File: src/rtl/pcie_rx_merge.sv
// Two-lane receive merger: two 4-deep lane FIFOs arbitrated into an 8-deep output FIFO.
// Define PCIE_MERGE_RR_EN for round-robin arbitration; the default is fixed lane-0 priority.
module pcie_rx_merge (
  input  logic       clk,
  input  logic       reset_L,
  input  logic       init,
  input  logic [1:0] umbral_L,
  input  logic [5:0] data_in0,
  input  logic       push0,
  input  logic [5:0] data_in1,
  input  logic       push1,
  input  logic       pop,
  output logic [5:0] data_out,
  output logic       valid_out,
  output logic       pausa0,
  output logic       pausa1,
  output logic       active_out,
  output logic       idle_out,
  output logic       error_out
);

  typedef enum logic [2:0] {StReset, StInit, StIdle, StActive, StError} state_e;

  state_e     state_q, state_d;
  logic [1:0] umbral_q;
  logic [5:0] lane_mem_q [2][4];
  logic [1:0] lane_wp_q  [2];
  logic [1:0] lane_rp_q  [2];
  logic [2:0] lane_cnt_q [2];
  logic [5:0] out_mem_q  [8];
  logic [2:0] out_wp_q, out_rp_q;
  logic [3:0] out_cnt_q;
`ifdef PCIE_MERGE_RR_EN
  logic       prio_q;
`endif

  logic       run, do_pop, underflow, can_move, do_move, sel, any_ne, flush;
  logic [1:0] push, lane_ne, overflow, accept, lane_move, thr;
  logic [5:0] din [2];
  logic [2:0] pause_lvl;

  always_comb begin
    push    = {push1, push0};
    din[0]  = data_in0;
    din[1]  = data_in1;
    run     = (state_q == StIdle) || (state_q == StActive);
    lane_ne = 2'b00;
    overflow = 2'b00;
    accept  = 2'b00;
    for (int i = 0; i < 2; i++) begin
      lane_ne[i]  = lane_cnt_q[i] != 3'd0;
      // A full lane rejects the push even if it is being drained this cycle.
      overflow[i] = run && push[i] && (lane_cnt_q[i] == 3'd4);
      accept[i]   = run && push[i] && (lane_cnt_q[i] != 3'd4);
    end
    do_pop    = run && pop && (out_cnt_q != 4'd0);
    underflow = run && pop && (out_cnt_q == 4'd0);
    can_move  = run && ((out_cnt_q != 4'd8) || do_pop);
`ifdef PCIE_MERGE_RR_EN
    sel = lane_ne[prio_q] ? prio_q : ~prio_q;
`else
    sel = ~lane_ne[0];
`endif
    do_move   = can_move && (|lane_ne);
    lane_move = do_move ? (sel ? 2'b10 : 2'b01) : 2'b00;
    any_ne    = (|lane_ne) || (out_cnt_q != 4'd0);
  end

  always_comb begin
    state_d = state_q;
    case (state_q)
      StReset:  state_d = StInit;
      StInit:   state_d = StIdle;
      StIdle: begin
        if ((|overflow) || underflow) state_d = StError;
        else if (any_ne)              state_d = StActive;
      end
      StActive: begin
        if ((|overflow) || underflow) state_d = StError;
        else if (!any_ne)             state_d = StIdle;
      end
      StError:  state_d = StError;
      default:  state_d = StReset;
    endcase
    if (init) state_d = StInit;
    flush = (state_d == StInit);
  end

  always_comb begin
    thr        = (umbral_q == 2'd0) ? 2'd1 : umbral_q;
    pause_lvl  = 3'd4 - {1'b0, thr};
    error_out  = state_q == StError;
    active_out = state_q == StActive;
    idle_out   = state_q == StIdle;
    pausa0     = error_out || (lane_cnt_q[0] >= pause_lvl);
    pausa1     = error_out || (lane_cnt_q[1] >= pause_lvl);
  end

  always_ff @(posedge clk) begin
    if (!reset_L) begin
      state_q   <= StReset;
      umbral_q  <= 2'b01;
      data_out  <= 6'd0;
      valid_out <= 1'b0;
      out_wp_q  <= 3'd0;
      out_rp_q  <= 3'd0;
      out_cnt_q <= 4'd0;
      for (int i = 0; i < 2; i++) begin
        lane_wp_q[i]  <= 2'd0;
        lane_rp_q[i]  <= 2'd0;
        lane_cnt_q[i] <= 3'd0;
      end
    end else begin
      state_q   <= state_d;
      if (state_q == StInit) umbral_q <= umbral_L;
      valid_out <= do_pop;
      if (do_pop) data_out <= out_mem_q[out_rp_q];
      if (flush) begin
        out_wp_q  <= 3'd0;
        out_rp_q  <= 3'd0;
        out_cnt_q <= 4'd0;
        for (int i = 0; i < 2; i++) begin
          lane_wp_q[i]  <= 2'd0;
          lane_rp_q[i]  <= 2'd0;
          lane_cnt_q[i] <= 3'd0;
        end
      end else begin
        for (int i = 0; i < 2; i++) begin
          if (accept[i])    lane_wp_q[i] <= lane_wp_q[i] + 2'd1;
          if (lane_move[i]) lane_rp_q[i] <= lane_rp_q[i] + 2'd1;
          lane_cnt_q[i] <= lane_cnt_q[i] + {2'b00, accept[i]} - {2'b00, lane_move[i]};
        end
        if (do_move) out_wp_q <= out_wp_q + 3'd1;
        if (do_pop)  out_rp_q <= out_rp_q + 3'd1;
        out_cnt_q <= out_cnt_q + {3'b000, do_move} - {3'b000, do_pop};
      end
    end
  end

  // Storage needs no reset; pointers and counts define what is valid.
  always_ff @(posedge clk) begin
    for (int i = 0; i < 2; i++) begin
      if (accept[i]) lane_mem_q[i][lane_wp_q[i]] <= din[i];
    end
    if (do_move) out_mem_q[out_wp_q] <= lane_mem_q[sel][lane_rp_q[sel]];
  end

`ifdef PCIE_MERGE_RR_EN
  always_ff @(posedge clk) begin
    if (!reset_L)     prio_q <= 1'b0;
    else if (do_move) prio_q <= ~sel;
  end
`endif

endmodule

File: config.mk
export PLATFORM = sky130hd
export DESIGN_NAME = pcie_rx_merge
export DESIGN_NICKNAME = d
export VERILOG_FILES = /design/src/rtl/pcie_rx_merge.sv
export SDC_FILE = /design/constraint.sdc
export NUM_CORES = 1
export LEC_CHECK = 0
export CAP_MARGIN = 20
export CORE_ASPECT_RATIO = 1.4
export CORE_MARGIN = 1.5
export CORE_UTILIZATION = 44
export CTS_BUF_LIST = sky130_fd_sc_hd__clkbuf_2
export DETAILED_ROUTE_END_ITERATION = 6
export PLACE_DENSITY = 0.69
export REMOVE_ABC_BUFFERS = 1
export SYNTH_ARGS = -nofsm -noshare
export SYNTH_HDL_FRONTEND = slang
export SYNTH_SLANG_ARGS = --single-unit
File: constraint.sdc
create_clock -name clk -period 6.03 [get_ports clk]
set_input_delay 0.603 -clock clk [delete_from_list [all_inputs] [get_ports clk]]
set_output_delay 0.603 -clock clk [all_outputs]
set_load 0.02 [all_outputs]
==> Yosys cells after proc, flatten, opt, wreduce, memory -nomap -nowiden <==
Memory sizes are Yosys's and may differ from the RTL's. A register that Yosys moved wholly into a read port is not among the register bits.
Index checks and enable logic that the tools add are counted.
{ "word_totals": {"register_bits": 16, "mem_bits_rw": 110, "inputBits": 20, "word_cells": 142, "memories": 5} }
{ "op_classes": {"add_sub_neg": 13, "order_cmp": 7, "n_eq_ne": 10, "n_mux": 55, "n_bitwise": 17, "reduce_logical": 29} }
{ "memory_table": {"columns": ["memory", "words", "word_bits", "rd", "rd_clocked_by_memory_dff", "wr", "line", "source"], "rows": [
  ["lane_mem_q", 2, 24, 1, 0, 2, "26", "logic [5:0] lane_mem_q [2][4];"],
  ["out_mem_q", 8, 6, 1, 1, 1, "30", "logic [5:0] out_mem_q [8];"],
  ["lane_cnt_q", 2, 3, 2, 0, 2, "29", "logic [2:0] lane_cnt_q [2];"],
  ["lane_rp_q", 2, 2, 3, 0, 2, "28", "logic [1:0] lane_rp_q [2];"],
  ["lane_wp_q", 2, 2, 2, 0, 2, "27", "logic [1:0] lane_wp_q [2];"]
]} }
{ "ops": {"columns": ["op", "count"], "rows": [
  ["24-bit two-way mux", 2],
  ["3-bit two-way mux", 9],
  ["1-bit two-way mux", 25],
  ["6-bit demux with 2-bit select", 2],
  ["6-bit two-way mux", 4],
  ["2-bit two-way mux", 11],
  ["3-bit case mux with 5 select lines", 1],
  ["1-bit logical AND", 13],
  ["6-bit binary-select mux with 2-bit select", 1],
  ["1-bit OR", 12],
  ["3-bit == test, second input constant", 3],
  ["3-bit >= comparator, second input constant", 3],
  ["2-bit inverter with 3-bit output", 3],
  ["2-bit by 1-bit adder with 2-bit output, second input constant", 4],
  ["3-bit by 1-bit adder with 3-bit output", 2],
  ["3-bit by 1-bit adder with 3-bit output, second input constant", 2],
  ["3-bit by 1-bit == test with 1-bit output, second input constant", 2],
  ["3-bit by 2-bit == test with 1-bit output, second input constant", 2],
  ["3-bit >= comparator", 2],
  ["1-bit logical OR", 6],
  ["3-bit by 1-bit less-than comparator with 1-bit output, second input constant", 2],
  ["3-bit != test, second input constant", 2],
  ["3-bit nonzero test", 2],
  ["2-bit OR reduction", 3],
  ["11 further kinds", 13]
]} }

==> Logic depth before layout (Yosys ltp) <==
Gate-level depths: netlist of run 1.
{ "depth": {"depth_word": 15, "depth_mapped": 14, "depth_no_buf": 13} }

==> Least setup slack after synthesis of run 1 <==
OpenSTA, ideal clock, no wires.
{ "synth_timing": {"kind": "register to register", "startpoint": "memory lane_cnt_q[0][1]", "endpoint": "memory lane_cnt_q[1][2] (netlist: lane_cnt_q[0][5]) (data pin)", "setup_time_ns": 0.266, "arrival_ns": 2.728, "t_required_ns": 5.764, "slack_ns": 3.036, "path_stages_with_launch": 14, "n_path_buf": 1, "path_cell_list": "edfxtp_1 -> nor3_1 -> a21oi_1 -> nand2_1 -> clkbuf_1 -> nor2_1 -> ha_1 -> inv_1 -> ha_1 -> inv_1 -> fa_1 -> xor2_1 -> xnor2_1 -> nor2_1"} }
{ "synth_rtl": {"columns": ["item", "line"], "rows": [
  ["start, declared", "29"]
]} }

==> metrics.log, run 1 <==
INFO  metric final_min_period_over_clock_period = 55.4%
INFO  metric finalMaxSlewViolations = 0
INFO  metric fin_area = 6520 um^2
INFO  metric die_x = 100 um
INFO  metric r2r_start = lane_cnt_q[0][1]
INFO  metric data_required_time_at_the_worst_endpoint = 6.50 ns
INFO  metric cts.htree.levels = 4
INFO  metric via_count_of_the_first_global_routing_pass = 3231
INFO  metric timing.critical_path.arrival = 3.81 ns
INFO  metric cts_tree = done
INFO  metric setup_viol = 0
INFO  metric n_fill_cell = 1077
INFO  metric initial_drc_count = 87
INFO  metric slowest_stage = edfxtp_1
INFO  metric min_period = 3.34 ns
INFO  metric vdd.ir_drop.worst = 0.159 mV
INFO  metric finalNetCount = 458
INFO  metric gr-usage-all-layers = 15.4%
INFO  metric leakage = 2.29 nW
INFO  metric layout_cells_sized_above_1 = 14.0%
INFO  metric post_cts_hold_buffer_count = 0
INFO  metric antenna_found_initial = 1
INFO  metric place_area = 6280 um^2
INFO  metric cpLargestDelayFamily = simple AND/OR/NAND/NOR gates
INFO  metric ctsResizeCount = 0
INFO  metric start_util = 45.2%
INFO  metric routed_wl = 9510 um
INFO  metric crit_path_max_incr_delay = 0.55 ns
INFO  metric clock_buffer_count_from_cts = 17
INFO  metric synth.cell_area = 5820 um^2
INFO  metric clock_power_share = 31.4%
INFO  metric net-switching-power = 0.385 mW
INFO  metric worst_slew_margin_rel = 34.5%
INFO  metric worst_slew_pin_slew = 0.975 ns
INFO  metric worstSetupStartpointType = flip-flop
INFO  metric finClkSkew = 0.0179 ns
INFO  metric floorplan.die.height = 139 um
INFO  metric intPower = 1.24 mW
INFO  metric grt_start_max_net_pins = 17
INFO  metric dp.final_hpwl = 6980 um
INFO  metric cts.clk_slew.worst_paths = 0.19 ns
INFO  metric cts_root_buffer = clkbuf_2
INFO  metric status = finished clean
INFO  metric die_area = 13900 um^2
INFO  metric viasPerCell = 5.22
INFO  metric setup_repair_after_global_routing_missed_its_margin = false
INFO  metric worst-path-max-fanout = 15
INFO  metric pwr-share-comb = 6.2%
INFO  metric routabilityCongestion = 0.751
INFO  metric synth-edff-count = 110
INFO  metric worstSetupPathType = reg -> reg
INFO  metric power_density = 249 nW/um^2
INFO  metric synthesized_instance_count = 364
INFO  metric timing.critical_path.buf_inv = 2
INFO  metric fp.coreArea = 12900 um^2
INFO  metric ys.warnings.count = 0
INFO  metric final_antenna_net_count = 0
INFO  metric seq_power_share = 62.5%
INFO  metric max_freq = 0.299 GHz
INFO  metric worst_setup_path_end_kind = flip-flop
INFO  metric insertion_delay = 0.69 ns
INFO  metric via_count = 3007
INFO  metric overflow = 0
INFO  metric synth_sequential_area_ratio = 64.3%
INFO  metric synth-seq-cells = 132
INFO  metric clock_sink_count = 132
INFO  metric grt_first_pass_wirelength = 16000 um
INFO  metric floorplan.io_pins = 32
INFO  metric synth_top_flop_cell = edfxtp_1
INFO  metric crit_path_start = lane_cnt_q[0][1]
INFO  metric finalSetupTns = 0 ns
INFO  metric hold_path_class = in -> reg
INFO  metric area_delta_synth_final = 12.0%
INFO  metric post-route-drc-count = 0
INFO  metric wl_per_cell = 16.5 um
INFO  metric cts_max_path_buffers = 2
INFO  metric power.share.switching = 23.7%
INFO  metric syn-mean-instance-area = 16.0 um^2
INFO  metric critical_path.cell_chain = nor3_1 > a21oi_1 > nand2_1 > nor2_1 > ha_1 > inv_1 > ha_1 > inv_1 > fa_1 > xor2_1 > xnor2_1 > nor2_1
INFO  metric synthArstFlopShare = 0%
INFO  metric port_buffers = 31
INFO  metric post_synth_num_cell_types = 44
INFO  metric cap_viol_max_count = 0
INFO  metric finalHoldViolCount = 0
INFO  metric timing.hold.worst.start = umbral_L[0]
INFO  metric drt_first_pass_iters = 4
INFO  metric postCtsSetupRepairBufs = 0
INFO  metric rows = 49
==> power groups by stage <==
stage | combinational, mW | sequential, mW | clock (mW)
floorplan | 0.0617 | 1.03 | 0
detailed placement | 0.101 | 1.03 | 0
global route | 0.112 | 1.02 | 0.560
finish | 0.0999 | 1.01 | 0.509
global placement | 0.0971 | 1.03 | 0
CTS | 0.102 | 1.01 | 0.520
==> layer usage <==
layer / vias up / GRT usage (%) / routed length [um]
met4: 0 / 7.26 / 188
met5: - / 0 / 0
met2: 43 / 28.2 / 5380
met3: 14 / 4.08 / 246
li1: 1472 / - / -
met1: 1478 / 16.2 / 3690
==> final timing paths <==
kind | slack, ns | to | depth (start not counted)
max | 2.69 | lane_cnt_q[0][5] | 12
min | 0.51 | umbral_q[0] | 3
max reg2reg | 2.69 | lane_cnt_q[0][5] | 12
min reg2reg | 0.54 | state_q[1] | 1
==> per-stage QoR <==
stage               std cells  hold WS, ns  total power [mW]  util, %  worst slack, ns
global route              576        0.456              1.69     50.6             2.48
global placement          543        0.475              1.13     48.8             2.40
detailed placement        543        0.486              1.14     48.8             2.24
CTS                       575        0.461              1.64     50.6             2.68
finish                    576        0.509              1.62     50.6             2.69
floorplan                 356        0.445              1.09        -             3.15
==> layout by cell type, fill, tap and decap left out, drive strengths merged, types with 13 or more instances in the layout <==
cell           netlist  final
clkbuf               8     18
ha                  26     26
dfxtp               22     22
clkdlybuf4s50        0     31
mux4                24     24
and2                14     14
edfxtp             110    110
inv                 21     21
mux2i               13     13
nor2                21     21
==> logic make-up (layout without fill, tap and decap cells) <==
logic type	after synthesis	count (layout)	synth area share [%]
AO/OA/AOI/OAI	32	32	3.63
XOR/XNOR	10	10	1.51
adder cells (fa/ha/maj)	29	29	6.62
buffers and inverters	36	87	2.82
flip-flops	132	132	64.3
multiplexers	43	43	13.5
other	1	9	0.0645
AND/OR/NAND/NOR	81	81	7.48
==> registers in the layout, summed over array words and instances (netlist names), 2 cells and up <==
name,cells
data_out,6
lane_cnt_q,6
lane_mem_q,48
lane_rp_q,4
lane_wp_q,4
out_cnt_q,4
out_mem_q,48
out_rp_q,3
out_wp_q,3
state_q,3
umbral_q,2
==> cell usage after synthesis, drive strengths merged (2+ instances only) <==
master  instances  area [um^2]
nor2b           4         25.0
mux2i          13          134
xnor2           7         61.3
buf             7         45.0
inv            21         78.8
o21ai          10         50.1
a31oi           2         12.5
nor3b           3         22.5
dfxtp          22          440
edfxtp        110         3300
a21oi          10         50.1
mux4           24          586
nand2           8         30.0
nor4b           2         17.5
nand2b          7         43.8
nor2           21         78.8
mux2            6         67.6
nand3           3         15.0
ha             26          325
and2           14         87.6
fa              3         60.1
a211o           2         17.5
xor2            3         26.3
clkbuf          8         40.0
nor3           10         50.1
or3             3         18.8
a21o            3         22.5
==> final cells by class <==
cell class              count  area (um^2)  share of cell area [%]
clock buffers              18         90.1                    1.38
inverters                  21         78.8                    1.21
repair buffers             34          333                    5.11
diodes                      1         2.50                  0.0384
clock inverters            14          139                    2.13
well taps                 153          191                    2.94
multi-input cells         203         1940                    29.7
flip-flops and latches    132         3740                    57.5
==> worst reg2reg max path: stages (launching register included) <==
cell	delay (ns)
edfxtp_1	0.55
nor3_1	0.49
a21oi_1	0.19
nand2_1	0.45
nor2_1	0.09
ha_1	0.28
inv_1	0.05
ha_1	0.13
inv_1	0.05
fa_1	0.43
xor2_1	0.20
xnor2_1	0.15
nor2_1	0.06
No activity file was read; power rests on OpenSTA's default activity.
==> run 2: changes to the inputs <==
PLACE_DENSITY = 0.71   (was 0.69)
clock period = 2.8 ns   (was 6.03 ns; I/O delays follow)
==> run 2 against run 1 <==
- worst hold slack lost 0.29 ns
- register-to-register slack lost 2.5 ns
- clock skew grew 0.023 ns
- core utilization grew 2.1 points
==> metrics.log, run 2 (synthesized netlist as in run 1, its figures left out) <==
INFO  metric status = finished clean (unchanged)
INFO  metric layout_cells_sized_above_1 = 20.6% (was 14.0%)
INFO  metric timing.critical_path.arrival = 2.37 ns (was 3.81 ns)
INFO  metric cts_root_buffer = clkbuf_2 (unchanged)
INFO  metric finalSetupTns = 0 ns (unchanged)
INFO  metric drt_first_pass_iters = 4 (unchanged)
INFO  metric cap_viol_max_count = 0 (unchanged)
INFO  metric area_delta_synth_final = 16.7% (was 12.0%)
INFO  metric rows = 49 (unchanged)
INFO  metric gr-usage-all-layers = 15.3% (was 15.4%)
INFO  metric antenna_found_initial = 1 (unchanged)
INFO  metric setup_repair_after_global_routing_missed_its_margin = false (unchanged)
INFO  metric finalNetCount = 483 (was 458)
INFO  metric grt_start_max_net_pins = 17 (unchanged)
INFO  metric leakage = 2.44 nW (was 2.29 nW)
INFO  metric worstSetupPathType = reg -> out (was reg -> reg)
INFO  metric finalPower = 3.70 mW (was 1.62 mW)
INFO  metric cts.htree.levels = 4 (unchanged)
INFO  metric cts_max_path_buffers = 2 (unchanged)
INFO  metric clock_buffer_count_from_cts = 17 (unchanged)
INFO  metric start_util = 45.2% (unchanged)
INFO  metric max_freq = 0.378 GHz
INFO  metric n_fill_cell = 1060 (was 1077)
INFO  metric wl_per_cell = 16.0 um (was 16.5 um)
INFO  metric layoutNonFillerInstCount = 601 (was 576)
INFO  metric mostFrequentLayoutCell = edfxtp_1 (unchanged)
INFO  metric routabilityCongestion = 0.791 (was 0.751)
INFO  metric final_min_period_over_clock_period = 94.6%
INFO  metric worstSetupStartpointType = flip-flop (unchanged)
INFO  metric clock_sink_count = 132 (unchanged)
INFO  metric dp.final_hpwl = 7080 um (was 6980 um)
INFO  metric floorplan.io_pins = 32 (unchanged)
INFO  metric via_count_of_the_first_global_routing_pass = 3297 (was 3231)
INFO  metric final_antenna_net_count = 0 (unchanged)
INFO  metric worst_slew_margin_rel = 57.3% (was 34.5%)
INFO  metric cts_tree = done (unchanged)
INFO  metric hold_path_class = in -> reg (unchanged)
INFO  metric worst-path-max-fanout = 5 (was 15)
INFO  metric routed_wl = 9600 um (was 9510 um)
INFO  metric overflow = 0 (unchanged)
INFO  metric viasPerCell = 5.24 (was 5.22)
INFO  metric finalHoldViolCount = 0 (unchanged)
INFO  metric min_period = 2.65 ns
INFO  metric insertion_delay = 0.67 ns (was 0.69 ns)
INFO  metric post-route-drc-count = 0 (unchanged)
INFO  metric die_area = 13900 um^2 (unchanged)
INFO  metric port_buffers = 31 (unchanged)
INFO  metric power_density = 546 nW/um^2 (was 249 nW/um^2)
INFO  metric setup_viol = 0 (unchanged)
INFO  metric initial_drc_count = 105 (was 87)
INFO  metric die_x = 100 um (unchanged)
INFO  metric finClkSkew = 0.0406 ns (was 0.0179 ns)
INFO  metric grt_first_pass_wirelength = 16000 um (unchanged)
INFO  metric via_count = 3147 (was 3007)
INFO  metric worst_slew_pin_slew = 0.640 ns (was 0.975 ns)
INFO  metric data_required_time_at_the_worst_endpoint = 2.52 ns (was 6.50 ns)
INFO  metric cts.clk_slew.worst_paths = 0.21 ns (was 0.19 ns)
INFO  metric floorplan.die.height = 139 um (unchanged)
INFO  metric vdd.ir_drop.worst = 0.271 mV (was 0.159 mV)
INFO  metric mostFrequentLayoutCells = 110 x edfxtp_1, 29 x clkdlybuf4s50_1, 28 x buf_4, 25 x ha_1 (was 110 x edfxtp_1, 31 x clkdlybuf4s50_1, 26 x ha_1, 22 x dfxtp_1)
INFO  metric place_inst = 567 (was 543)
INFO  metric fp.coreArea = 12900 um^2 (unchanged)
INFO  metric finalMaxSlewViolations = 0 (unchanged)
INFO  metric worst_setup_path_end_kind = output port (was flip-flop)
## run 2: cell types whose count changed in the layout (fill, tap and decap cells not counted), sizes merged
cell	previous run	this run
inv	21	22
clkbuf	18	20
buf	3	28
dlygate4sd2	0	1
bufinv	2	4
clkdlybuf4s15	0	1
clkinv	8	3
clkdlybuf4s50	31	29
## run 2: path summary, 6_finish.rpt
check          startpoint                end  slack [ns]  cells after the start
min           data_in0[0]  lane_mem_q[0][18]        0.22                      1
max reg2reg  out_cnt_q[2]   lane_cnt_q[0][2]        0.22                     13
min reg2reg   umbral_q[0]        umbral_q[0]        0.52                      2
max            state_q[2]          error_out        0.15                      3
## run 2: per-layer routing
| metal | part of all wire, % | vias to the layer above | GRT usage (%) |
|---|---|---|---|
| li1 | - | 1517 | - |
| met2 | 58 | 46 | 28.6 |
| met4 | 1.4 | 0 | 6.00 |
| met5 | 0 | - | 0 |
| met3 | 2.8 | 10 | 3.98 |
| met1 | 38 | 1574 | 15.9 |
## run 2: layout make-up
| type | count | area [um^2] | share of cell area (%) |
|---|---|---|---|
| Tap cell | 153 | 191 | 2.82 |
| Clock inverter | 12 | 180 | 2.65 |
| Sequential cell | 132 | 3740 | 55.2 |
| Antenna cell | 1 | 2.50 | 0.0369 |
| Clock buffer | 20 | 100 | 1.47 |
| Multi-Input combinational cell | 203 | 1970 | 29.0 |
| Inverter | 21 | 78.8 | 1.16 |
| Timing Repair Buffer | 59 | 519 | 7.65 |
## run 2: worst max-delay path, stage by stage, from the launching register on
cell and delay (ns):
dfxtp_1 0.37, buf_4 0.13, nor3b_1 0.48, clkdlybuf4s50_1 0.71
## run 2: per-stage QoR
stage	util [%]	hold WS, ns	instance area (um^2)	setup WS [ns]
finish	52.7	0.217	6790	0.152
global route	52.7	0.152	6790	0.00279
floorplan	-	0.342	5760	-0.0489
detailed placement	50.2	0.474	6460	-0.145
global placement	50.2	0.469	6460	-0.0979
CTS	52.4	0.155	6750	0.0484
## run 2: repair_timing
item | in CTS | in global routing
hold buffers | 0 | 0
buffers inserted | 1 | 0
endpoints found under the setup margin | 2 | 3
resized for setup | 2 | 9
pin swaps | 0 | 2
## run 2: power breakdown
| group | internal [mW] | total [mW] | switching [mW] |
|---|---|---|---|
| combinational | 0.118 | 0.240 | 0.122 |
| clock | 0.599 | 1.28 | 0.685 |
| sequential | 2.16 | 2.18 | 0.0201 |
